`src/rtl/inst_seq_pkg.sv`:
```
// Shared types and defaults for the instance sweep sequencer and its timer.
// State encodings are kept as plain constants so older code can still match on them.
package inst_seq_pkg;

   localparam int N_INST_DEF  = 10;
   localparam int TIMEOUT_DEF = 200;
   localparam int TMR_W_DEF   = 8;

   // Width of an index that must also hold the one-past-the-end value N_INST.
   function automatic int idx_width(input int n_inst);
      return $clog2(n_inst + 1);
   endfunction

   localparam int IDX_W = idx_width(N_INST_DEF);

   localparam logic [2:0] S_IDLE   = 3'd0;
   localparam logic [2:0] S_SELECT = 3'd1;
   localparam logic [2:0] S_START  = 3'd2;
   localparam logic [2:0] S_WAIT   = 3'd3;
   localparam logic [2:0] S_FINISH = 3'd4;

   typedef enum logic [2:0] {
      ST_IDLE   = S_IDLE,
      ST_SELECT = S_SELECT,
      ST_START  = S_START,
      ST_WAIT   = S_WAIT,
      ST_FINISH = S_FINISH
   } state_t;

endpackage

```
`src/rtl/inst_sweep_sequencer_if.sv`:
```
// Request/status bundle between the parent logic and the sweep sequencer.
// The master drives the sweep request and child done lines; the slave is the sequencer.
interface inst_sweep_sequencer_if
   import inst_seq_pkg::*;
#(
   parameter int N_INST = N_INST_DEF
) ();

   localparam int IW = idx_width(N_INST);

   logic              run_i;
   logic [N_INST-1:0] mask_i;
   logic [N_INST-1:0] done_i;
   logic [N_INST-1:0] start_o;
   logic              busy_o;
   logic [IW-1:0]     cur_idx_o;
   logic [N_INST-1:0] fail_o;
   logic              sweep_done_o;

   modport master (
      output run_i, mask_i, done_i,
      input  start_o, busy_o, cur_idx_o, fail_o, sweep_done_o
   );

   modport slave (
      input  run_i, mask_i, done_i,
      output start_o, busy_o, cur_idx_o, fail_o, sweep_done_o
   );

endinterface

```
`src/rtl/inst_seq_timer.sv`:
```
// Per-child WAIT timer: clears on START, counts while waiting, and flags the last
// allowed cycle so the sequencer can mark the child failed.
module inst_seq_timer
   import inst_seq_pkg::*;
#(
   parameter int TMR_W   = TMR_W_DEF,
   parameter int TIMEOUT = TIMEOUT_DEF
) (
   input  logic clk,
   input  logic rst,
   input  logic i_clr,
   input  logic i_en,
   output logic o_tc
);

   logic [TMR_W-1:0] r_count;

   // NOTE: sequential state is updated only with non-blocking assignments so every
   // flop samples pre-edge values regardless of block ordering.
   always_ff @(posedge clk) begin
      if (rst || i_clr) begin
         r_count <= '0;
      end else if (i_en) begin
         r_count <= r_count + TMR_W'(1);
      end
   end

   assign o_tc = (r_count == TMR_W'(TIMEOUT - 1));

endmodule

```
`src/rtl/inst_sweep_sequencer.sv`:
```
// Walks a bank of child instances in index order: one start pulse per enabled child,
// then waits for its done or a timeout before moving on; reports sticky per-child fails.
module inst_sweep_sequencer
   import inst_seq_pkg::*;
#(
   parameter int N_INST  = N_INST_DEF,
   parameter int TIMEOUT = TIMEOUT_DEF,
   parameter int TMR_W   = TMR_W_DEF
) (
   input  logic                    clk,
   input  logic                    rst,
   inst_sweep_sequencer_if.slave   bus
);

   localparam int IW    = idx_width(N_INST);
   localparam int EXT_W = 1 << IW;

   state_t            r_state;
   logic [IW-1:0]     r_idx;
   logic [N_INST-1:0] r_mask;
   logic [N_INST-1:0] r_fail;

   logic [EXT_W-1:0]  w_mask_ext;
   logic [EXT_W-1:0]  w_done_ext;
   logic [N_INST-1:0] w_idx_onehot;
   logic              w_cur_en;
   logic              w_cur_done;
   logic              w_last;
   logic              w_tmr_clr;
   logic              w_tmr_en;
   logic              w_tmr_tc;

   // Zero-padding to a power of two lets idx==N_INST read as "disabled, not done".
   assign w_mask_ext   = EXT_W'(r_mask);
   assign w_done_ext   = EXT_W'(bus.done_i);
   assign w_cur_en     = w_mask_ext[r_idx];
   assign w_cur_done   = w_done_ext[r_idx];
   assign w_last       = (r_idx == IW'(N_INST));
   assign w_idx_onehot = N_INST'(1) << r_idx;

   assign w_tmr_clr = (r_state == ST_START);
   assign w_tmr_en  = (r_state == ST_WAIT) && !w_cur_done && !w_tmr_tc;

   inst_seq_timer #(
      .TMR_W   (TMR_W),
      .TIMEOUT (TIMEOUT)
   ) u_timer (
      .clk   (clk),
      .rst   (rst),
      .i_clr (w_tmr_clr),
      .i_en  (w_tmr_en),
      .o_tc  (w_tmr_tc)
   );

   always_ff @(posedge clk) begin
      if (rst) begin
         r_state <= ST_IDLE;
         r_idx   <= '0;
         r_mask  <= '0;
         r_fail  <= '0;
      end else begin
         case (r_state)
            ST_IDLE: begin
               if (bus.run_i) begin
                  r_mask  <= bus.mask_i;
                  r_idx   <= '0;
                  r_fail  <= '0;
                  r_state <= ST_SELECT;
               end
            end
            ST_SELECT: begin
               if (w_last) begin
                  r_state <= ST_FINISH;
               end else if (!w_cur_en) begin
                  r_idx <= r_idx + IW'(1);
               end else begin
                  r_state <= ST_START;
               end
            end
            ST_START: begin
               r_state <= ST_WAIT;
            end
            ST_WAIT: begin
               // A done arriving on the terminal cycle still counts as success.
               if (w_cur_done) begin
                  r_idx   <= r_idx + IW'(1);
                  r_state <= ST_SELECT;
               end else if (w_tmr_tc) begin
                  r_fail  <= r_fail | w_idx_onehot;
                  r_idx   <= r_idx + IW'(1);
                  r_state <= ST_SELECT;
               end
            end
            ST_FINISH: begin
               r_state <= ST_IDLE;
            end
            default: begin
               r_state <= ST_IDLE;
            end
         endcase
      end
   end

   assign bus.start_o      = (r_state == ST_START) ? w_idx_onehot : '0;
   assign bus.busy_o       = (r_state != ST_IDLE);
   assign bus.sweep_done_o = (r_state == ST_FINISH);
   assign bus.cur_idx_o    = r_idx;
   assign bus.fail_o       = r_fail;

endmodule

```
`src/flat_wrapper.sv`:
```
// flat-port wrapper written by rule: the top's interface ports become plain ports
module inst_sweep_sequencer_flat import inst_seq_pkg::*;
#(
   parameter int N_INST  = N_INST_DEF,
   parameter int TIMEOUT = TIMEOUT_DEF,
   parameter int TMR_W   = TMR_W_DEF
)
  (clk, rst, bus_run_i, bus_mask_i, bus_done_i, bus_start_o, bus_busy_o, bus_cur_idx_o, bus_fail_o, bus_sweep_done_o);
  inst_sweep_sequencer_if #(.N_INST(N_INST)) bus_i ();
  input  logic clk;
  input  logic rst;
  input wire logic [$bits(bus_i.run_i)-1:0] bus_run_i;
  input wire logic [$bits(bus_i.mask_i)-1:0] bus_mask_i;
  input wire logic [$bits(bus_i.done_i)-1:0] bus_done_i;
  output wire logic [$bits(bus_i.start_o)-1:0] bus_start_o;
  output wire logic [$bits(bus_i.busy_o)-1:0] bus_busy_o;
  output wire logic [$bits(bus_i.cur_idx_o)-1:0] bus_cur_idx_o;
  output wire logic [$bits(bus_i.fail_o)-1:0] bus_fail_o;
  output wire logic [$bits(bus_i.sweep_done_o)-1:0] bus_sweep_done_o;
  assign bus_i.run_i = bus_run_i;
  assign bus_i.mask_i = bus_mask_i;
  assign bus_i.done_i = bus_done_i;
  assign bus_start_o = bus_i.start_o;
  assign bus_busy_o = bus_i.busy_o;
  assign bus_cur_idx_o = bus_i.cur_idx_o;
  assign bus_fail_o = bus_i.fail_o;
  assign bus_sweep_done_o = bus_i.sweep_done_o;
  inst_sweep_sequencer #(.N_INST(N_INST), .TIMEOUT(TIMEOUT), .TMR_W(TMR_W)) u_core (.clk(clk), .rst(rst), .bus(bus_i));
endmodule
```
`config.mk`:
```
export PLATFORM = sky130hd
export DESIGN_NAME = inst_sweep_sequencer_flat
export DESIGN_NICKNAME = d
export VERILOG_FILES = /design/src/rtl/inst_seq_pkg.sv /design/src/rtl/inst_sweep_sequencer_if.sv /design/src/rtl/inst_seq_timer.sv /design/src/rtl/inst_sweep_sequencer.sv /design/src/flat_wrapper.sv
export SDC_FILE = /design/constraint.sdc
export NUM_CORES = 1
export LEC_CHECK = 0
export CORE_MARGIN = 4
export CORE_UTILIZATION = 56
export CTS_CLUSTER_DIAMETER = 50
export DETAILED_ROUTE_END_ITERATION = 10
export DONT_BUFFER_PORTS = 1
export GPL_ROUTABILITY_DRIVEN = 0
export HOLD_SLACK_MARGIN = 0.02
export PLACE_DENSITY = 0.74
export SETUP_SLACK_MARGIN = 0.05
export SLEW_MARGIN = 20
export SYNTH_ARGS = -nofsm -noshare
export SYNTH_HDL_FRONTEND = slang
export SYNTH_SLANG_ARGS = --single-unit
```
`constraint.sdc`:
```
create_clock -name clk -period 2 [get_ports clk]
set_input_delay 0.2 -clock clk [delete_from_list [all_inputs] [get_ports clk]]
set_output_delay 0.2 -clock clk [all_outputs]
set_load 0.05 [all_outputs]
```
==> results of run 1 <==
[area by class of cell]
| cell class | instances | area [sq um] | area share |
|---|---|---|---|
| clock inverters | 2 | 11.26 | 0.004473 |
| repair buffers | 51 | 462.9 | 0.1839 |
| inverters | 7 | 30.03 | 0.01193 |
| flip-flops and latches | 35 | 718.2 | 0.2853 |
| multi-input cells | 168 | 1199 | 0.4761 |
| clock buffers | 6 | 41.29 | 0.01640 |
| well taps | 44 | 55.05 | 0.02187 |
[sequential cells by signal, indices dropped and copies added, names as in the netlist]
| signal | cells |
|---|---|
| u_core.bus.fail_o | 10 |
| u_core.u_timer.r_count | 8 |
| u_core.bus.cur_idx_o | 4 |
| u_core.r_state | 3 |
| u_core.r_mask | 10 |
[cells by family after synthesis]
group,after synthesis
AO/OA/AOI/OAI,39
XOR/XNOR,7
adder cells (fa/ha/maj),7
buffers and inverters,18
flip-flops,35
multiplexers,11
AND/OR/NAND/NOR,104
[power breakdown]
group | total (mW) | internal [mW] | switching [mW] | leakage (nW)
clock network | 0.384 | 0.137 | 0.247 | 0.0326
registers | 0.762 | 0.733 | 0.0281 | 0.288
logic | 0.551 | 0.217 | 0.334 | 0.647
[path summary, 6_finish.rpt]
check                                from                        end  slack [ns]  cells after the start
hold / removal                        rst    u_core.bus.cur_idx_o[3]        0.03                      3
setup / recovery  u_core.bus.cur_idx_o[1]  u_core.u_timer.r_count[7]       -0.13                      8
hold reg to reg          u_core.r_mask[6]           u_core.r_mask[6]        0.46                      2
setup reg to reg  u_core.bus.cur_idx_o[1]  u_core.u_timer.r_count[7]       -0.13                      8
[placed cells by master (no fill, tap or decap), types with 2 or more instances in the layout]
cell type      instances
nand2_1               26
a31oi_1               12
mux2i_4                2
nor3_2                 3
buf_12                 2
ha_1                   4
nor2_1                27
buf_6                  6
o21ai_1                3
xor2_1                 6
mux2i_1                7
nand2b_1               5
dlygate4sd3_1         13
ha_4                   3
dfxtp_4                4
a21oi_1               16
nor2b_1                3
or4_1                  3
and3_1                 6
nor2_2                 2
and2_1                 4
nand3_2                2
buf_4                 30
dfxtp_1               29
dfxtp_2                2
nand4_1                4
nor4_2                 2
clkbuf_4               5
nand3_1                4
a311o_1                2
inv_1                  5
nor3_1                 3
[timing repair]
item / 4_1_cts / 5_1_grt
hold endpoints to repair: 16 / 14
gates resized for setup: 8 / 26
setup buffers: 2 / 2
hold buffers: 2 / 11
pin swaps: 9 / 6
endpoints found under the setup margin: 20 / 28
[stage by stage]
step / cell area (sq um) / cells
floorplan: 1858 / 221
CTS: 2251 / 300
detailed placement: 2126 / 288
global route: 2517 / 313
global placement: 2126 / 288
finish: 2517 / 313
[layer usage]
metal	vias up	global-route usage	wire length (um)
met5	-	0	0
met4	0	0.1295	242
met3	26	0.08839	485
met2	119	0.4368	2818
met1	884	0.2684	2161
li1	868	-	-
[critical path, stage by stage, from the launching register on]
cell and delay (ns):
dfxtp_4 0.38, mux2_4 0.30, a311o_1 0.29, nor4_2 0.31, buf_4 0.21, buf_6 0.11, nand4_1 0.14, xor2_1 0.23
nor2_1 0.06
==> impl_metrics.json, run 1 <==
{
  "period_minus_slack_ns": 2.130,
  "drive_gt1_frac": 0.2900,
  "timing.final.crit_share": 1.065,
  "first_pass_iters": 5,
  "hold_path.class": "primary input to register",
  "coreArea_sq_mm": 0.003078,
  "grt_overflow_total": 0,
  "yosys.cell_types.count": 42,
  "finalClockSkew_ns": 0.008979,
  "utilization": 0.8179,
  "dieArea_sq_mm": 0.004227,
  "synth_edf_count": 0,
  "dpl.hpwl_um": 3581,
  "tns_ns": -0.3536,
  "vias": 1897,
  "postRouteWirelength_um": 5708,
  "syn-num-nets": 251,
  "crit_required_ns": 2.25,
  "crit_fanout": 5,
  "synthAdderAreaFrac": 0.04811,
  "portBuffers": 0,
  "drt_iter0_markers": 153,
  "violations": "negative setup slack",
  "htreeDepth": 2,
  "status": "finished, violations left",
  "cts_tree": "done",
  "fin_ws_ns": -0.1304,
  "synth_async_sr_flop_share": 0,
  "synth_top_area_cell": "dfxtp_1",
  "wl_per_cell_um": 18.24,
  "synthCells": 221,
  "die_x_um": 65.02,
  "grt_max_degree": 21,
  "p_leak_nw": 0.9680,
  "ys_seq_area_frac": 0.3849,
  "synth_flop_cell": "dfxtp_1",
  "tightest_slew_ns": 0.5657,
  "dp_slack_ns": -0.1357,
  "endpoint_kind": "register",
  "peakVddDrop_v": 0.0004889,
  "initial_core_util": 0.5915,
  "clk-insertion-delay-late_ns": 0.35,
  "synth_top_family_by_area": "simple AND/OR/NAND/NOR gates",
  "n_antenna_cell": 0,
  "critPathKind": "register to register",
  "area_growth_pct": 38.28,
  "hold_viol_final": 0,
  "synth_xor_area_frac": 0.03368,
  "fp-row-count": 20,
  "clk_pin_slew_ns": 0.11,
  "synth_common_cells": "dfxtp_1 (35), nor2_1 (29), nand2_1 (26)",
  "root_buffer": "clkbuf_4",
  "synthSimpleGateAreaFrac": 0.2900,
  "grt_usage": 0.2521,
  "synth_top_area_share": 0.3849,
  "power_density_mw_per_mm2": 674.0,
  "grt_pass1_vias": 1812,
  "start_kind": "register",
  "rsz0062_at_grt": "true",
  "grt_first_pass_wirelength_um": 8128,
  "drv_slew": 0,
  "yosysWarnings": 0,
  "worstPathArrival_ns": 2.38,
  "top_level_ports": 49,
  "nFillCells": 206,
  "syn-cell-area_sq_mm": 0.001820,
  "fmax_mhz": 469.4,
  "timing.hold.ws_ns": 0.02958,
  "fp.dieH_um": 65.02,
  "cts_sinks": 35,
  "vias_per_cell": 6.061,
  "finalPower_mw": 1.697,
  "ys_ff_latch": 35,
  "clockBufferDepth": 2,
  "cap_viol_max_count": 0,
  "drcViolationCount": 0,
  "synth_compound_area_frac": 0.1368,
  "layout.nets": 298,
  "final-setup-viol-count": 7,
  "slew_headroom": 0.6216,
  "synth_area_leaders": "dfxtp_1 (38%), nor2_1 (6.0%), mux2i_1 (5.5%), nand2_1 (5.4%), ha_1 (4.8%)",
  "postRouteAntennaNets": 0,
  "avgSynthCellArea_sq_um": 8.238,
  "muxShareOfSynthArea": 0.06323,
  "cts_made_buffers": 5,
  "antenna_found_initial": 0,
  "yosysMostFrequentCell": "dfxtp_1"
}
Note: power is estimated with default switching activity, not from simulation.
==> run 2, diff against run 1 <==
--- a/config.mk
+++ b/config.mk
@@ -7,13 +7,14 @@
 export LEC_CHECK = 0
 export CORE_MARGIN = 4
 export CORE_UTILIZATION = 56
+export CTS_BUF_LIST = sky130_fd_sc_hd__clkbuf_16
 export CTS_CLUSTER_DIAMETER = 50
 export DETAILED_ROUTE_END_ITERATION = 10
 export DONT_BUFFER_PORTS = 1
 export GPL_ROUTABILITY_DRIVEN = 0
 export HOLD_SLACK_MARGIN = 0.02
 export PLACE_DENSITY = 0.74
-export SETUP_SLACK_MARGIN = 0.05
+export SETUP_SLACK_MARGIN = 0.02
 export SLEW_MARGIN = 20
 export SYNTH_ARGS = -nofsm -noshare
 export SYNTH_HDL_FRONTEND = slang
==> impl_metrics.json, run 2 (synthesized netlist as in run 1, its figures left out) <==
{
  "drcViolationCount": 0,
  "power_density_mw_per_mm2": 878.4,
  "rsz0062_at_grt": "true",
  "status": "finished, violations left",
  "mostFrequentLayoutCells": "buf_4 (36), dfxtp_1 (31), nor2_1 (29), nand2_1 (26), a21oi_1 (16)",
  "swShare": 0.2967,
  "cap_viol_max_count": 0,
  "finalPower_mw": 2.151,
  "vias": 1799,
  "vias_per_cell": 5.957,
  "power_frac_comb": 0.235,
  "nFillCells": 200,
  "critPathKind": "register to register",
  "clk_pin_slew_ns": 0.05,
  "violations": "negative hold slack, negative setup slack",
  "drv_slew": 0,
  "area.sequential_sq_um": 713.2,
  "initial_core_util": 0.5915,
  "reg2reg_slack_ns": -0.09,
  "p_leak_nw": 0.9608,
  "dpl.hpwl_um": 3521,
  "clockBufferDepth": 2,
  "p_int_mw": 1.513,
  "utilization": 0.7955,
  "postRouteWirelength_um": 5352,
  "wl_per_cell_um": 17.72,
  "fp-row-count": 20,
  "final-setup-viol-count": 7,
  "tightest_slew_ns": 0.5415,
  "slew_headroom": 0.6385,
  "p_seq_frac": 0.357,
  "top_level_ports": 49,
  "die_x_um": 65.02,
  "worstPathArrival_ns": 2.29,
  "drt_iter0_markers": 150,
  "crit_fanout": 7,
  "layout.nets": 287,
  "n_antenna_cell": 0,
  "htreeDepth": 2,
  "cts_made_buffers": 5,
  "portBuffers": 0,
  "grt_max_degree": 21,
  "start_kind": "register",
  "peakVddDrop_v": 0.0007083,
  "layout_commonest_cell": "buf_4",
  "p_switching_mw": 0.6382,
  "fmax_mhz": 477.6,
  "cts_sinks": 35,
  "crit_required_ns": 2.20,
  "fp.dieH_um": 65.02,
  "hold_path.class": "primary input to register",
  "root_buffer": "clkbuf_16",
  "timing.final.crit_share": 1.047,
  "grt_first_pass_wirelength_um": 7838,
  "finalClockSkew_ns": 0.006390,
  "area_growth_pct": 34.50,
  "grt_overflow_total": 0,
  "dp_slack_ns": -0.02869,
  "cts_tree": "done",
  "fin_ws_ns": -0.09383,
  "power_frac_clock": 0.408,
  "grt_pass1_vias": 1685,
  "dieArea_sq_mm": 0.004227,
  "postRouteAntennaNets": 0,
  "timing.hold.ws_ns": -0.01629,
  "drive_gt1_frac": 0.2829,
  "multi_input_area_sq_mm": 0.001157,
  "first_pass_iters": 4,
  "coreArea_sq_mm": 0.003078,
  "period_minus_slack_ns": 2.094,
  "grt_usage": 0.2432,
  "endpoint_kind": "register",
  "antenna_found_initial": 0,
  "clk-insertion-delay-late_ns": 0.28,
  "hold_viol_final": 14
}
## run 2: changes by cell type in the layout (fill, tap and decap cells not counted), moves of 3 or more
cell and change:
ha_4 -3, clkbuf_16 +5, clkbuf_4 -5, dlygate4sd3_1 -13
buf_6 -3, buf_4 +6
## run 2: final timing paths
path                            from                      end  depth (start not counted)
max          u_core.bus.cur_idx_o[1]  u_core.bus.cur_idx_o[1]                          7
min                              rst  u_core.bus.cur_idx_o[0]                          1
max reg2reg  u_core.bus.cur_idx_o[1]  u_core.bus.cur_idx_o[1]                          7
min reg2reg         u_core.r_mask[1]         u_core.r_mask[1]                          2
## run 2: critical path: stages, from the launching register on
cell	delay, ns
dfxtp_4	0.36
buf_6	0.14
mux2i_1	0.29
nor3_4	0.08
or4_4	0.59
o211ai_4	0.29
o21ai_1	0.12
a21oi_1	0.16
## run 2: layer usage
layer  share of wire  routed length (um)  global-route usage  vias to the layer above
li1                -                   -                   -                      850
met1            0.40                2118              0.2690                      839
met2            0.48                2594              0.4189                       92
met3           0.090                 481             0.07452                       18
met4           0.030                 158              0.1218                        0
met5               0                   0                   0                        -
## run 2: cell type report
type	instances	share of cell area
multi-input cells	168	0.4727
flip-flops and latches	35	0.2913
repair buffers	40	0.1323
clock buffers	5	0.05110
well taps	44	0.02248
clock inverters	3	0.01788
inverters	7	0.01226
## run 2: repair_timing
action,in CTS,in global routing
hold endpoints to repair,15,15
resized for setup,4,17
buffers inserted,1,5
endpoints found under the setup margin,12,24
pin swaps,2,9
## run 2: power groups by stage
stage	combinational, mW	clock (mW)	sequential, mW
global route	0.550	0.908	0.771
finish	0.506	0.878	0.768
CTS	0.446	0.886	0.768
detailed placement	0.434	0	0.782
floorplan	0.315	0	0.789
global placement	0.421	0	0.778
## run 2: stage by stage
| step | cells | area [sq um] | TNS, ns |
|---|---|---|---|
| global placement | 288 | 2126 | 0 |
| detailed placement | 288 | 2126 | -0.09381 |
| finish | 302 | 2449 | -0.2858 |
| global route | 302 | 2449 | -1.022 |
| floorplan | 221 | 1858 | -0.6037 |
| CTS | 297 | 2327 | -0.02648 |
